===== config.mk =====
export PLATFORM = sky130hd
export DESIGN_NAME = sseg_scan_ctrl
export DESIGN_NICKNAME = d
export VERILOG_FILES = /design/src/rtl/sseg_pkg.sv /design/src/rtl/sseg_digit_decoder.sv /design/src/rtl/sseg_scan_ctrl.sv
export SDC_FILE = /design/constraint.sdc
export NUM_CORES = 1
export LEC_CHECK = 0
export ABC_AREA = 1
export CAP_MARGIN = 10
export CORE_ASPECT_RATIO = 0.7
export CORE_MARGIN = 8
export CORE_UTILIZATION = 45
export CTS_BUF_LIST = sky130_fd_sc_hd__clkbuf_16
export DETAILED_ROUTE_END_ITERATION = 7
export PLACE_DENSITY = 0.72
export SETUP_SLACK_MARGIN = 0.5
export SLEW_MARGIN = 30
export SYNTH_ARGS = -nofsm -noshare
export SYNTH_HDL_FRONTEND = slang
export SYNTH_SLANG_ARGS = --single-unit

===== constraint.sdc =====
create_clock -name clk -period 2.86 [get_ports clk]
set_input_delay 0.429 -clock clk [delete_from_list [all_inputs] [get_ports clk]]
set_output_delay 0.429 -clock clk [all_outputs]
set_load 0.01 [all_outputs]

===== src/rtl/sseg_pkg.sv =====
// Shared definitions for the seven-segment scan controller.
//   sseg_mode_e   : per-digit display mode encodings
//   scan_state_e  : scan FSM states
//   digit_cfg_t   : one digit's shadow/active register contents
//   hex_to_seg    : nibble -> gfedcba pattern
package sseg_pkg;

   typedef enum logic [1:0] {
      MODE_HEX   = 2'd0,
      MODE_RAW   = 2'd1,
      MODE_MINUS = 2'd2,
      MODE_RSVD  = 2'd3
   } sseg_mode_e;

   typedef enum logic [1:0] {
      S_COMMIT = 2'd0,
      S_ON     = 2'd1,
      S_GAP    = 2'd2
   } scan_state_e;

   // Segment bit positions within the 8-bit pattern {dp,g,f,e,d,c,b,a}
   localparam int unsigned SEG_A  = 0;
   localparam int unsigned SEG_G  = 6;
   localparam int unsigned SEG_DP = 7;

   localparam logic [6:0] SEG_MINUS = 7'h40;

   typedef struct packed {
      logic       en;
      logic [1:0] mode;
      logic [3:0] val;
      logic [6:0] raw;
      logic       dp;
      logic       blink;
   } digit_cfg_t;

   function automatic logic [6:0] hex_to_seg(input logic [3:0] v);
      logic [6:0] s;
      case (v)
         4'h0: s = 7'h3F;
         4'h1: s = 7'h06;
         4'h2: s = 7'h5B;
         4'h3: s = 7'h4F;
         4'h4: s = 7'h66;
         4'h5: s = 7'h6D;
         4'h6: s = 7'h7D;
         4'h7: s = 7'h07;
         4'h8: s = 7'h7F;
         4'h9: s = 7'h6F;
         4'hA: s = 7'h77;
         4'hB: s = 7'h7C;
         4'hC: s = 7'h39;
         4'hD: s = 7'h5E;
         4'hE: s = 7'h79;
         default: s = 7'h71;
      endcase
      return s;
   endfunction

endpackage


===== src/rtl/sseg_digit_decoder.sv =====
// Combinational decode of one digit's configuration into an active-high
// segment pattern.
//   en   : digit enable; 0 blanks everything including dp
//   mode : HEX / RAW / MINUS / reserved (blank)
//   val  : hex nibble for HEX mode
//   raw  : gfedcba pattern for RAW mode
//   dp   : decimal point
//   seg  : {dp,g,f,e,d,c,b,a}, 1 = segment lit
module sseg_digit_decoder
   import sseg_pkg::*;
(
   input  logic       en,
   input  logic [1:0] mode,
   input  logic [3:0] val,
   input  logic [6:0] raw,
   input  logic       dp,
   output logic [7:0] seg
);

   always_comb begin
      seg = '0;
      if (en) begin
         case (sseg_mode_e'(mode))
            MODE_HEX:   seg[SEG_G:SEG_A] = hex_to_seg(val);
            MODE_RAW:   seg[SEG_G:SEG_A] = raw;
            MODE_MINUS: seg[SEG_G:SEG_A] = SEG_MINUS;
            default:    seg[SEG_G:SEG_A] = '0;
         endcase
         seg[SEG_DP] = dp;
      end
   end

endmodule


===== src/rtl/sseg_scan_ctrl.sv =====
// Multiplexed N-digit seven-segment driver.
// Writes land in per-digit shadow registers; the whole shadow set, brightness
// and prescaler reload are copied into the active set once per frame at
// S_COMMIT, so the display never changes mid-frame. Each digit gets an S_ON
// slot of (led_period+1)*2**PWM_BITS clocks, PWM-dimmed, followed by a
// one-clock S_GAP with all digits off to suppress ghosting.
// Ports:
//   clk, reset      : clock, asynchronous active-low reset
//   wr, sel         : one-clock write strobe and target digit (sel>=SSEG_N ignored)
//   en, mode, val,
//   raw, dp, blink  : digit configuration written to shadow[sel]
//   brightness      : PWM duty, on while pwm_cnt < brightness
//   led_period      : prescaler reload (clocks per PWM step = led_period+1)
//   sseg            : {dp,g,f,e,d,c,b,a} at the pin, polarity per SEG_ACTIVE_LOW
//   oe              : one-hot digit enable at the pin, polarity per OE_ACTIVE_LOW
//   done_tick       : one-clock pulse per frame commit
// All outputs are registered and lag the internal state by one clock.
module sseg_scan_ctrl
   import sseg_pkg::*;
#(
   parameter int unsigned SSEG_N         = 4,
   parameter int unsigned SEL_BITS       = 2,
   parameter int unsigned PWM_BITS       = 4,
   parameter int unsigned PERIOD_BITS    = 8,
   parameter int unsigned BLINK_BITS     = 4,
   parameter bit          SEG_ACTIVE_LOW = 1'b0,
   parameter bit          OE_ACTIVE_LOW  = 1'b0
)(
   input  logic                   clk,
   input  logic                   reset,
   input  logic                   wr,
   input  logic [SEL_BITS-1:0]    sel,
   input  logic                   en,
   input  logic [1:0]             mode,
   input  logic [3:0]             val,
   input  logic [6:0]             raw,
   input  logic                   dp,
   input  logic                   blink,
   input  logic [PWM_BITS-1:0]    brightness,
   input  logic [PERIOD_BITS-1:0] led_period,
   output logic [7:0]             sseg,
   output logic [SSEG_N-1:0]      oe,
   output logic                   done_tick
);

   scan_state_e state, state_nxt;

   digit_cfg_t shadow [SSEG_N];
   digit_cfg_t active [SSEG_N];
   digit_cfg_t wcfg;
   digit_cfg_t cur;

   logic [PWM_BITS-1:0]    brightness_l;
   logic [PERIOD_BITS-1:0] period_l;
   logic [PERIOD_BITS-1:0] presc;
   logic [PWM_BITS-1:0]    pwm_cnt;
   logic [SEL_BITS-1:0]    digit;
   logic [BLINK_BITS-1:0]  frame_cnt;

   logic                   presc_wrap;
   logic                   slot_end;
   logic                   last_digit;
   logic                   blink_dark;
   logic [7:0]             seg_nxt;
   logic [SSEG_N-1:0]      oe_nxt;
   logic                   done_nxt;

   assign wcfg       = {en, mode, val, raw, dp, blink};
   assign presc_wrap = (presc == period_l);
   assign slot_end   = presc_wrap && (pwm_cnt == '1);
   assign last_digit = (digit == SEL_BITS'(SSEG_N - 1));

   // ---------------- shadow register file ----------------
   always_ff @(posedge clk or negedge reset) begin
      if (!reset) begin
         for (int unsigned i = 0; i < SSEG_N; i++) shadow[i] <= '0;
      end else begin
         // Compare against each index so out-of-range sel matches nothing.
         for (int unsigned i = 0; i < SSEG_N; i++)
            if (wr && (sel == SEL_BITS'(i))) shadow[i] <= wcfg;
      end
   end

   // ---------------- FSM: state register ----------------
   always_ff @(posedge clk or negedge reset) begin
      if (!reset) state <= S_COMMIT;
      else        state <= state_nxt;
   end

   // ---------------- FSM: next state ----------------
   always_comb begin
      state_nxt = state;
      case (state)
         S_COMMIT: state_nxt = S_ON;
         S_ON:     if (slot_end) state_nxt = S_GAP;
         S_GAP:    state_nxt = last_digit ? S_COMMIT : S_ON;
         default:  state_nxt = S_COMMIT;
      endcase
   end

   // ---------------- active set, latches and scan counters ----------------
   always_ff @(posedge clk or negedge reset) begin
      if (!reset) begin
         for (int unsigned i = 0; i < SSEG_N; i++) active[i] <= '0;
         brightness_l <= '0;
         period_l     <= '0;
         frame_cnt    <= '0;
         digit        <= '0;
         presc        <= '0;
         pwm_cnt      <= '0;
      end else begin
         case (state)
            S_COMMIT: begin
               for (int unsigned i = 0; i < SSEG_N; i++) active[i] <= shadow[i];
               brightness_l <= brightness;
               period_l     <= led_period;
               frame_cnt    <= frame_cnt + 1'b1;
               digit        <= '0;
               presc        <= '0;
               pwm_cnt      <= '0;
            end
            S_ON: begin
               // pwm_cnt wraps to zero at slot end, ready for the next digit.
               if (presc_wrap) begin
                  presc   <= '0;
                  pwm_cnt <= pwm_cnt + 1'b1;
               end else begin
                  presc <= presc + 1'b1;
               end
            end
            S_GAP: begin
               if (!last_digit) digit <= digit + 1'b1;
            end
            default: ;
         endcase
      end
   end

   // ---------------- current digit selection ----------------
   always_comb begin
      cur = '0;
      for (int unsigned i = 0; i < SSEG_N; i++)
         if (digit == SEL_BITS'(i)) cur = active[i];
   end

   assign blink_dark = cur.blink && frame_cnt[BLINK_BITS-1];

   sseg_digit_decoder u_dec (
      .en   (cur.en),
      .mode (cur.mode),
      .val  (cur.val),
      .raw  (cur.raw),
      .dp   (cur.dp),
      .seg  (seg_nxt)
   );

   // ---------------- FSM: outputs ----------------
   always_comb begin
      oe_nxt   = '0;
      done_nxt = (state == S_COMMIT);
      if ((state == S_ON) && (pwm_cnt < brightness_l) && cur.en && !blink_dark) begin
         for (int unsigned i = 0; i < SSEG_N; i++)
            if (digit == SEL_BITS'(i)) oe_nxt[i] = 1'b1;
      end
   end

   // ---------------- output registers (pin polarity applied here) ----------------
   always_ff @(posedge clk or negedge reset) begin
      if (!reset) begin
         sseg      <= {8{SEG_ACTIVE_LOW}};
         oe        <= {SSEG_N{OE_ACTIVE_LOW}};
         done_tick <= 1'b0;
      end else begin
         sseg      <= seg_nxt ^ {8{SEG_ACTIVE_LOW}};
         oe        <= oe_nxt ^ {SSEG_N{OE_ACTIVE_LOW}};
         done_tick <= done_nxt;
      end
   end

endmodule


==> results of run 1 <==
-- worst min-delay path: cells and delay by family (launching register included) --
family           cells  cell delay, ns
and+or+nand+nor      2            0.10
DFF                  1            0.34
-- path summary, 6_finish.rpt --
kind                                        from  cells past startpoint  slack, ns                      to
max in group asynchronous                  reset                      3       1.51   shadow[4]$_DFFE_PN0P_
min reg2reg                active[1]$_DFFE_PN0P_                      2       0.47   active[1]$_DFFE_PN0P_
max                         digit[1]$_DFFE_PN0P_                     15       0.68       sseg[1]$_DFF_PN0_
max reg2reg                 digit[1]$_DFFE_PN0P_                     15       0.68       sseg[1]$_DFF_PN0_
min in group asynchronous                  reset                      2       0.51  shadow[62]$_DFFE_PN0P_
min                        active[1]$_DFFE_PN0P_                      2       0.47   active[1]$_DFFE_PN0P_
-- power breakdown --
part | total, uW | switching, uW | internal, uW | leakage, uW
sequential | 2860 | 172 | 2680 | 0.00225
combinational | 523 | 290 | 233 | 0.00174
clock | 2250 | 1090 | 1160 | 0.000282
-- metrics by stage --
| stage | std cells | area [um^2] | setup slack, ns | hold WS, ns |
|---|---|---|---|---|
| 2_1_floorplan | 859 | 7630 | 0.833 | 0.133 |
| 3_3_place_gp | 1105 | 8280 | 0.642 | 0.431 |
| 3_5_place_dp | 1105 | 8280 | 0.581 | 0.424 |
| 4_1_cts | 1138 | 8870 | 0.556 | 0.474 |
| 5_1_grt | 1138 | 8890 | 0.492 | 0.499 |
| 6_report | 1138 | 8890 | 0.678 | 0.471 |
-- synthesized netlist by cell type, drive strengths merged --
cell type,n
nor3b,1
mux2i,1
nor2,20
xnor2,8
xor2,3
buf,16
a21oi,36
o21a,1
inv,92
o21ai,127
ha,16
nor3,5
nand3,25
o31ai,1
nand2,287
dfrtp,173
nor4,1
a32o,1
clkbuf,22
and3,1
nand4,2
nand3b,1
a22oi,6
o22ai,8
o211ai,5
-- cell families (layout without fill, tap and decap cells) --
family	Yosys count	count (layout)	synth area share
AOI/OAI and AO/OA	185	185	0.136
xor gates and xnor gates	11	11	0.0126
adders and majority gates	16	16	0.0262
buffers and inverters	130	184	0.0713
DFF	173	173	0.567
muxes	1	1	0.00131
and+or+nand+nor	343	343	0.185
-- registers in the layout, summed over array words and instances (netlist names) --
signal,cells
state,2
pwm_cnt,4
oe,4
active,64
presc,8
sseg,8
done_tick,1
brightness_l,4
frame_cnt,4
shadow,64
period_l,8
digit,2
-- cell type report --
class,count,area share
Clock buffer,17,0.0478
Clock inverter,15,0.0172
Inverter,92,0.0394
Multi-Input combinational cell,556,0.312
Sequential cell,173,0.487
Tap cell,225,0.0317
Timing Repair Buffer,60,0.0651
-- per-layer routing --
layer / wire length [um] / vias to the layer above / GRT usage
met2: 6740 / 182 / 0.213
met4: 191 / 0 / 0.0433
met1: 9240 / 2793 / 0.277
met5: 0 / - / 0
met3: 1210 / 17 / 0.0380
li1: - / 2819 / -
-- what timing repair did --
item / in CTS / in global routing
gates resized for setup: 0 / 6
hold buffers: 1 / 0
endpoints found under the setup margin: 0 / 7
hold endpoints to repair: 51 / 0
==> impl_metrics.tcl, run 1 <==
set metrics [dict create \
    status "finished, final reports clean" \
    post-route-period-util 0.763 \
    synth_top_area_cell "dfrtp_1" \
    critPathRequiredTime_ns 3.21 \
    drc 0 \
    peakVddDrop_mv 0.347 \
    drv_slew 0 \
    clock_skew_ns 0.0140 \
    die-width_um 172 \
    synthCells 859 \
    synth_area_leaders "dfrtp_1, nand2_1, o21ai_0" \
    tightest_slew_ns 0.632 \
    fillCellCount 1457 \
    dieArea_um2 21400 \
    cts_made_buffers 17 \
    cp_cell_sequence "inv_1 -> ha_2 -> inv_1 -> nor2_1 -> nand2_1 -> nand2_1 -> nand2_1 -> nand2_2 -> inv_1 -> ha_1 -> nand2_1 -> nor2_1 -> nor2_1 -> nand2_1 -> a21oi_1" \
    max_freq_mhz 458 \
    p_total_uw 5630 \
    syn_to_final_growth_pct 16.6 \
    vias_per_cell 5.11 \
    mostFrequentLayoutCells "nand2_1, dfrtp_1, o21ai_0" \
    drtPass1Iterations 5 \
    ys_seq_area_frac 0.567 \
    utilization 0.541 \
    grt_max_degree 67 \
    rsz0062_at_grt "no" \
    critPathArrivalTime_ns 2.54 \
    syn_avg_cell_area_um2 8.88 \
    die_h_um 125 \
    crit_path_end_kind "flip-flop" \
    postRouteAntennaNets 0 \
    grt_first_pass_wirelength_um 28800 \
    avgRoutedWirePerCell_um 15.3 \
    crit_top_cell "nand2_1" \
    slowest_delay_ns 0.40 \
    grt_overflow_total 0 \
    antenna_cells 0 \
    yosys_warnings 0 \
    clk_latency_ns 0.43 \
    setup_viol_count_final 0 \
    seqCellArea_um2 4330 \
    grt_pass1_vias 5407 \
    gr-usage-all-layers 0.169 \
    synth_nets 908 \
    multi_input_area_um2 2780 \
    cp-start-kind "flip-flop" \
    gp_congestion 0.851 \
    hold_viol_final 0 \
    yosysUniqueCellTypes 39 \
    ctsHtreeMaxLevel 4 \
    pwr_density_cell_nw_per_um2 633 \
    drv_cap 0 \
    synth_top_area_frac 0.567 \
    hpwl_um 11800 \
    portBuffers 45 \
    syn_area_um2 7630 \
    root_buffer "clkbuf_16" \
    coreArea_um2 16400 \
    cts_tree "built" \
    slew_headroom 0.579 \
    hold_path_class "flip-flop to flip-flop" \
    worstPathMaxFanout 6 \
    final_common_cell "nand2_1" \
    setup_tns_ns 0 \
    drive_gt1_frac 0.0898 \
    drt_iter0_markers 481 \
    synth-seq-cells 173 \
    clkTransAtPathRegs_ns 0.07 \
    power_leakage_uw 0.00427 \
    clock_sink_count 173 \
    fin_crit_ns 2.18 \
    start_util 0.464 \
    clock_path_buffers 2 \
    cts_setup_buffers 0 \
    critPathTopFamily "simple AND/OR/NAND/NOR gates" \
    crit_type "flip-flop to flip-flop" \
    cp_num_buf_inv 3 \
    num_vias 5811 \
    wl_um 17400 \
    cp_slowest_cell "dfrtp_1" \
    ios 46 \
    rows 39 \
    layout.nets 949 \
    antenna_found_initial 0 \
]
No activity file was read; power rests on OpenSTA's default activity.
==> run 2: changes to the inputs <==
clock period = 2.25 ns   (was 2.86 ns; I/O delays follow)
==> impl_metrics.tcl, run 2 (synthesized netlist as in run 1, its figures left out) <==
set metrics [dict create \
    final_area_um2 9180 \
    critPathRequiredTime_ns 2.60 \
    antenna_found_initial 0 \
    postRouteAntennaNets 0 \
    grt_max_degree 126 \
    coreArea_um2 16400 \
    peakVddDrop_mv 0.449 \
    ff2ff_setup_slack_ns 0.27 \
    drt_iter0_markers 556 \
    antenna_cells 0 \
    num_vias 5860 \
    root_buffer "clkbuf_16" \
    endpoint "sseg[0]$_DFF_PN0_" \
    status "finished, final reports clean" \
    drc 0 \
    ios 46 \
    grt_use_met1 0.269 \
    pwr_density_cell_nw_per_um2 760 \
    mostFrequentLayoutCells "nand2_1, dfrtp_1, o21ai_0" \
    r2r_end "sseg[0]$_DFF_PN0_" \
    drtPass1Iterations 5 \
    grt_pass1_vias 5482 \
    grt-busiest-layer "met1" \
    hpwl_um 11500 \
    grt_use_met2 0.219 \
    slew_headroom 0.652 \
    crit_type "flip-flop to flip-flop" \
    portBuffers 45 \
    ctsHtreeMaxLevel 4 \
    use_met3 0.0428 \
    syn_to_final_growth_pct 20.4 \
    die_h_um 125 \
    reg2reg_depth 15 \
    hold_viol_final 0 \
    clock_path_buffers 2 \
    vias_per_cell 5.06 \
    hold_path_class "input port to asynchronous set/reset pin" \
    clkTransAtPathRegs_ns 0.06 \
    drv_slew 0 \
    layout.nets 971 \
    wl_um 17700 \
    start_util 0.464 \
    drv_cap 0 \
    dieArea_um2 21400 \
    utilization 0.558 \
    cts_tree "built" \
    cp-startpoint "digit[0]$_DFFE_PN0P_" \
    setup_viol_count_final 0 \
    avgRoutedWirePerCell_um 15.3 \
    cts_made_buffers 17 \
    die-width_um 172 \
    largestRegisters "active x64, shadow x64" \
    holdWs_ns 0.418 \
    cp-start-kind "flip-flop" \
    grt_first_pass_wirelength_um 28900 \
    placed_area_um2 8350 \
    power_leakage_uw 0.00437 \
    clk_latency_ns 0.43 \
    critPathArrivalTime_ns 2.33 \
    final_common_cell "nand2_1" \
    clock_skew_ns 0.0111 \
    drive_gt1_frac 0.132 \
    max_freq_mhz 505 \
    post-route-period-util 0.879 \
    clock_sink_count 173 \
    worstReg2RegStart "digit[0]$_DFFE_PN0P_" \
    gp_congestion 0.841 \
    tightest_slew_ns 0.522 \
    rsz0062_at_grt "yes" \
    gr-usage-all-layers 0.169 \
    crit_path_end_kind "flip-flop" \
    fin_crit_ns 1.98 \
    worstPathMaxFanout 5 \
    setup_tns_ns 0 \
    grt_overflow_total 0 \
    rows 39 \
]
run 2: cell count changes in the layout (fill, tap and decap cells not counted), sizes merged:
| cell | change |
|---|---|
| buf | +22 |
| inv | -3 |
| clkinv | -2 |
| bufinv | +1 |
| clkinvlp | +1 |
run 2: timing repair:
item | in CTS | in global routing
hold buffers | 1 | 0
buffers inserted | 16 | 2
endpoints found under the setup margin | 12 | 12
cloned | 0 | 0
hold endpoints to repair | 42 | 0
pin swaps | 12 | 6
gates resized for setup | 23 | 17
run 2: power breakdown:
group | total [uW] | internal, uW | leakage [uW] | switching [uW]
Clock | 2670 | 1490 | 0.000259 | 1180
Sequential | 3630 | 3410 | 0.00225 | 219
Combinational | 675 | 306 | 0.00187 | 369
Total | 6980 | 5210 | 0.00437 | 1770
run 2: critical path, stage by stage (launching register included):
cell,delay (ns)
dfrtp_2,0.46
inv_4,0.10
ha_4,0.17
inv_4,0.05
nor2_4,0.11
nand2_1,0.07
nand2_1,0.06
nand2_1,0.06
nand2_2,0.10
inv_2,0.08
ha_4,0.17
inv_1,0.08
nand2_1,0.08
nand3_1,0.09
nand3_1,0.10
a21oi_2,0.13
run 2: per-layer routing:
layer  share of wire  vias up
met3           0.067       14
met5               0        -
met2            0.40      173
met1            0.52     2810
li1                -     2863
met4           0.010        0
run 2: cell type report:
class | instances | area [um^2]
inverter | 92 | 359
tap | 225 | 282
clock inverter | 12 | 97.6
timing repair buffer | 82 | 777
multi-input combinational | 556 | 2910
clock buffer | 17 | 425
fill | 1477 | 7260
sequential | 173 | 4330
run 2: worst min-delay path by stage:
stage | startpoint | endpoint | slack, ns
2_1_floorplan | reset | active[0]$_DFFE_PN0P_ | 0.04
3_3_place_gp | reset | shadow[56]$_DFFE_PN0P_ | 0.30
3_5_place_dp | reset | shadow[56]$_DFFE_PN0P_ | 0.29
4_1_cts | reset | active[13]$_DFFE_PN0P_ | 0.42
5_1_grt | reset | shadow[62]$_DFFE_PN0P_ | 0.45
6_report | reset | shadow[8]$_DFFE_PN0P_ | 0.42
run 2: stage by stage:
step | setup WS (ns) | total power [uW] | instances
after floorplan | 0.365 | 4060 | 859
after global placement | 0.231 | 4320 | 1109
after detailed placement | 0.174 | 4350 | 1109
after CTS | 0.360 | 7030 | 1155
after global routing | 0.160 | 7300 | 1157
final | 0.271 | 6980 | 1157
==> run 3: changes to the inputs <==
CORE_MARGIN = 10   (was 8)
SLEW_MARGIN = 10   (was 30)
==> impl_metrics.tcl, run 3 (synthesized netlist as in run 1, its figures left out) <==
set metrics [dict create \
    hpwl_um 11900 \
    drc 2 \
    hold_viol_final 0 \
    post-route-period-util 0.874 \
    gr-usage-all-layers 0.168 \
    drv_cap 0 \
    ctsHtreeMaxLevel 4 \
    num_vias 5986 \
    cts_made_buffers 17 \
    worstPathMaxFanout 8 \
    grt_pass1_vias 5830 \
    rows 39 \
    cp_num_buf_inv 3 \
    clock_sink_count 173 \
    power_leakage_uw 0.00451 \
    critPathArrivalTime_ns 2.32 \
    status "finished, violations left" \
    drt_iter0_markers 711 \
    syn_to_final_growth_pct 24.0 \
    postRouteAntennaNets 0 \
    cts_tree "built" \
    place_ws_ns 0.0497 \
    setup_viol_count_final 0 \
    grt_first_pass_wirelength_um 30700 \
    clkTransAtPathRegs_ns 0.06 \
    critPathRequiredTime_ns 2.60 \
    cp_cell_sequence "ha_4 -> buf_4 -> a21oi_2 -> o21ai_2 -> nand2_2 -> o21ai_4 -> buf_4 -> nor2_8 -> inv_2 -> nor2_1 -> nand2_1 -> a21oi_2" \
    portBuffers 45 \
    wl_um 18900 \
    rsz0062_at_grt "yes" \
    clock_path_buffers 2 \
    slowest_delay_ns 0.46 \
    violations "design-rule violations" \
    mostFrequentLayoutCells "nand2_1, dfrtp_1, o21ai_0" \
    drive_gt1_frac 0.168 \
    drtPass1Iterations 8 \
    dieArea_um2 22600 \
    grt_max_degree 126 \
    cp-start-kind "flip-flop" \
    crit_path_end_kind "flip-flop" \
    avgRoutedWirePerCell_um 16.1 \
    grt_overflow_total 0 \
    peakVddDrop_mv 0.449 \
    max_freq_mhz 509 \
    fin_crit_ns 1.97 \
    antenna_found_initial 0 \
    slew_headroom 0.558 \
    clock_skew_ns 0.0125 \
    die_h_um 129 \
    tightest_slew_ns 0.664 \
    cp_slowest_cell "dfrtp_2" \
    die-width_um 176 \
    drv_slew 0 \
    coreArea_um2 16500 \
    fin_ws_ns 0.284 \
    setup_tns_ns 0 \
    hold_path_class "input port to flip-flop" \
    final_common_cell "nand2_1" \
    root_buffer "clkbuf_16" \
    gp_congestion 0.889 \
    start_util 0.463 \
    critPathTopFamily "flip-flops" \
    vias_per_cell 5.10 \
    antenna_cells 0 \
    crit_type "flip-flop to flip-flop" \
    ios 46 \
    largestRegisters "active x64, shadow x64" \
    clk_latency_ns 0.43 \
    pwr_density_cell_nw_per_um2 770 \
    layout.nets 986 \
]
## run 3: path summary, 6_finish.rpt
check	startpoint	end	slack, ns	cells past startpoint
min in group asynchronous	reset	shadow[63]$_DFFE_PN0P_	0.47	2
hold reg to reg	active[1]$_DFFE_PN0P_	active[1]$_DFFE_PN0P_	0.47	2
setup / recovery	digit[0]$_DFFE_PN0P_	sseg[1]$_DFF_PN0_	0.28	12
max in group asynchronous	reset	shadow[2]$_DFFE_PN0P_	1.01	3
hold / removal	led_period[0]	period_l[0]$_DFFE_PN0P_	0.45	3
setup reg to reg	digit[0]$_DFFE_PN0P_	sseg[1]$_DFF_PN0_	0.28	12
## run 3: layout make-up
type	count	area, um^2
sequential	173	4330
timing repair buffer	96	916
multi-input combinational	557	2990
clock inverter	13	154
tap	225	282
fill	1457	7040
clock buffer	17	425
inverter	92	359
## run 3: timing repair
| action | 4_1_cts | 5_1_grt |
|---|---|---|
| pin swaps | 17 | 23 |
| cloned | 0 | 1 |
| endpoints found under the hold margin | 62 | 0 |
| buffers inserted | 22 | 8 |
| hold buffers | 1 | 0 |
| gates resized for setup | 32 | 38 |
| setup endpoints to repair | 12 | 14 |
## run 3: worst min-delay path, delay by kind of cell
family / cells / cell delay [ns]
AND/OR/NAND/NOR: 2 / 0.10
buffers and inverters: 1 / 0.40
## run 3: routing by layer
metal | wire length [um] | part of all wire | GRT usage
met3 | 1190 | 0.063 | 0.0476
met5 | 0 | 0 | 0
met1 | 9670 | 0.51 | 0.256
met4 | 194 | 0.010 | 0.0417
met2 | 7870 | 0.42 | 0.228
## run 3: per-stage QoR
stage | total power [uW] | utilization | std cells | hold WS (ns) | area (um^2)
final | 7280 | 0.573 | 1173 | 0.446 | 9460
after global routing | 7610 | 0.573 | 1173 | 0.444 | 9460
after CTS | 7290 | 0.562 | 1164 | 0.437 | 9270
after detailed placement | 4360 | 0.507 | 1111 | 0.394 | 8360
after global placement | 4330 | 0.507 | 1111 | 0.392 | 8360
after floorplan | 4060 | - | 859 | 0.0419 | 7640
## run 3: power breakdown
group	switching (uW)	internal (uW)
registers	223	3410
logic	390	317
clock network	1220	1720
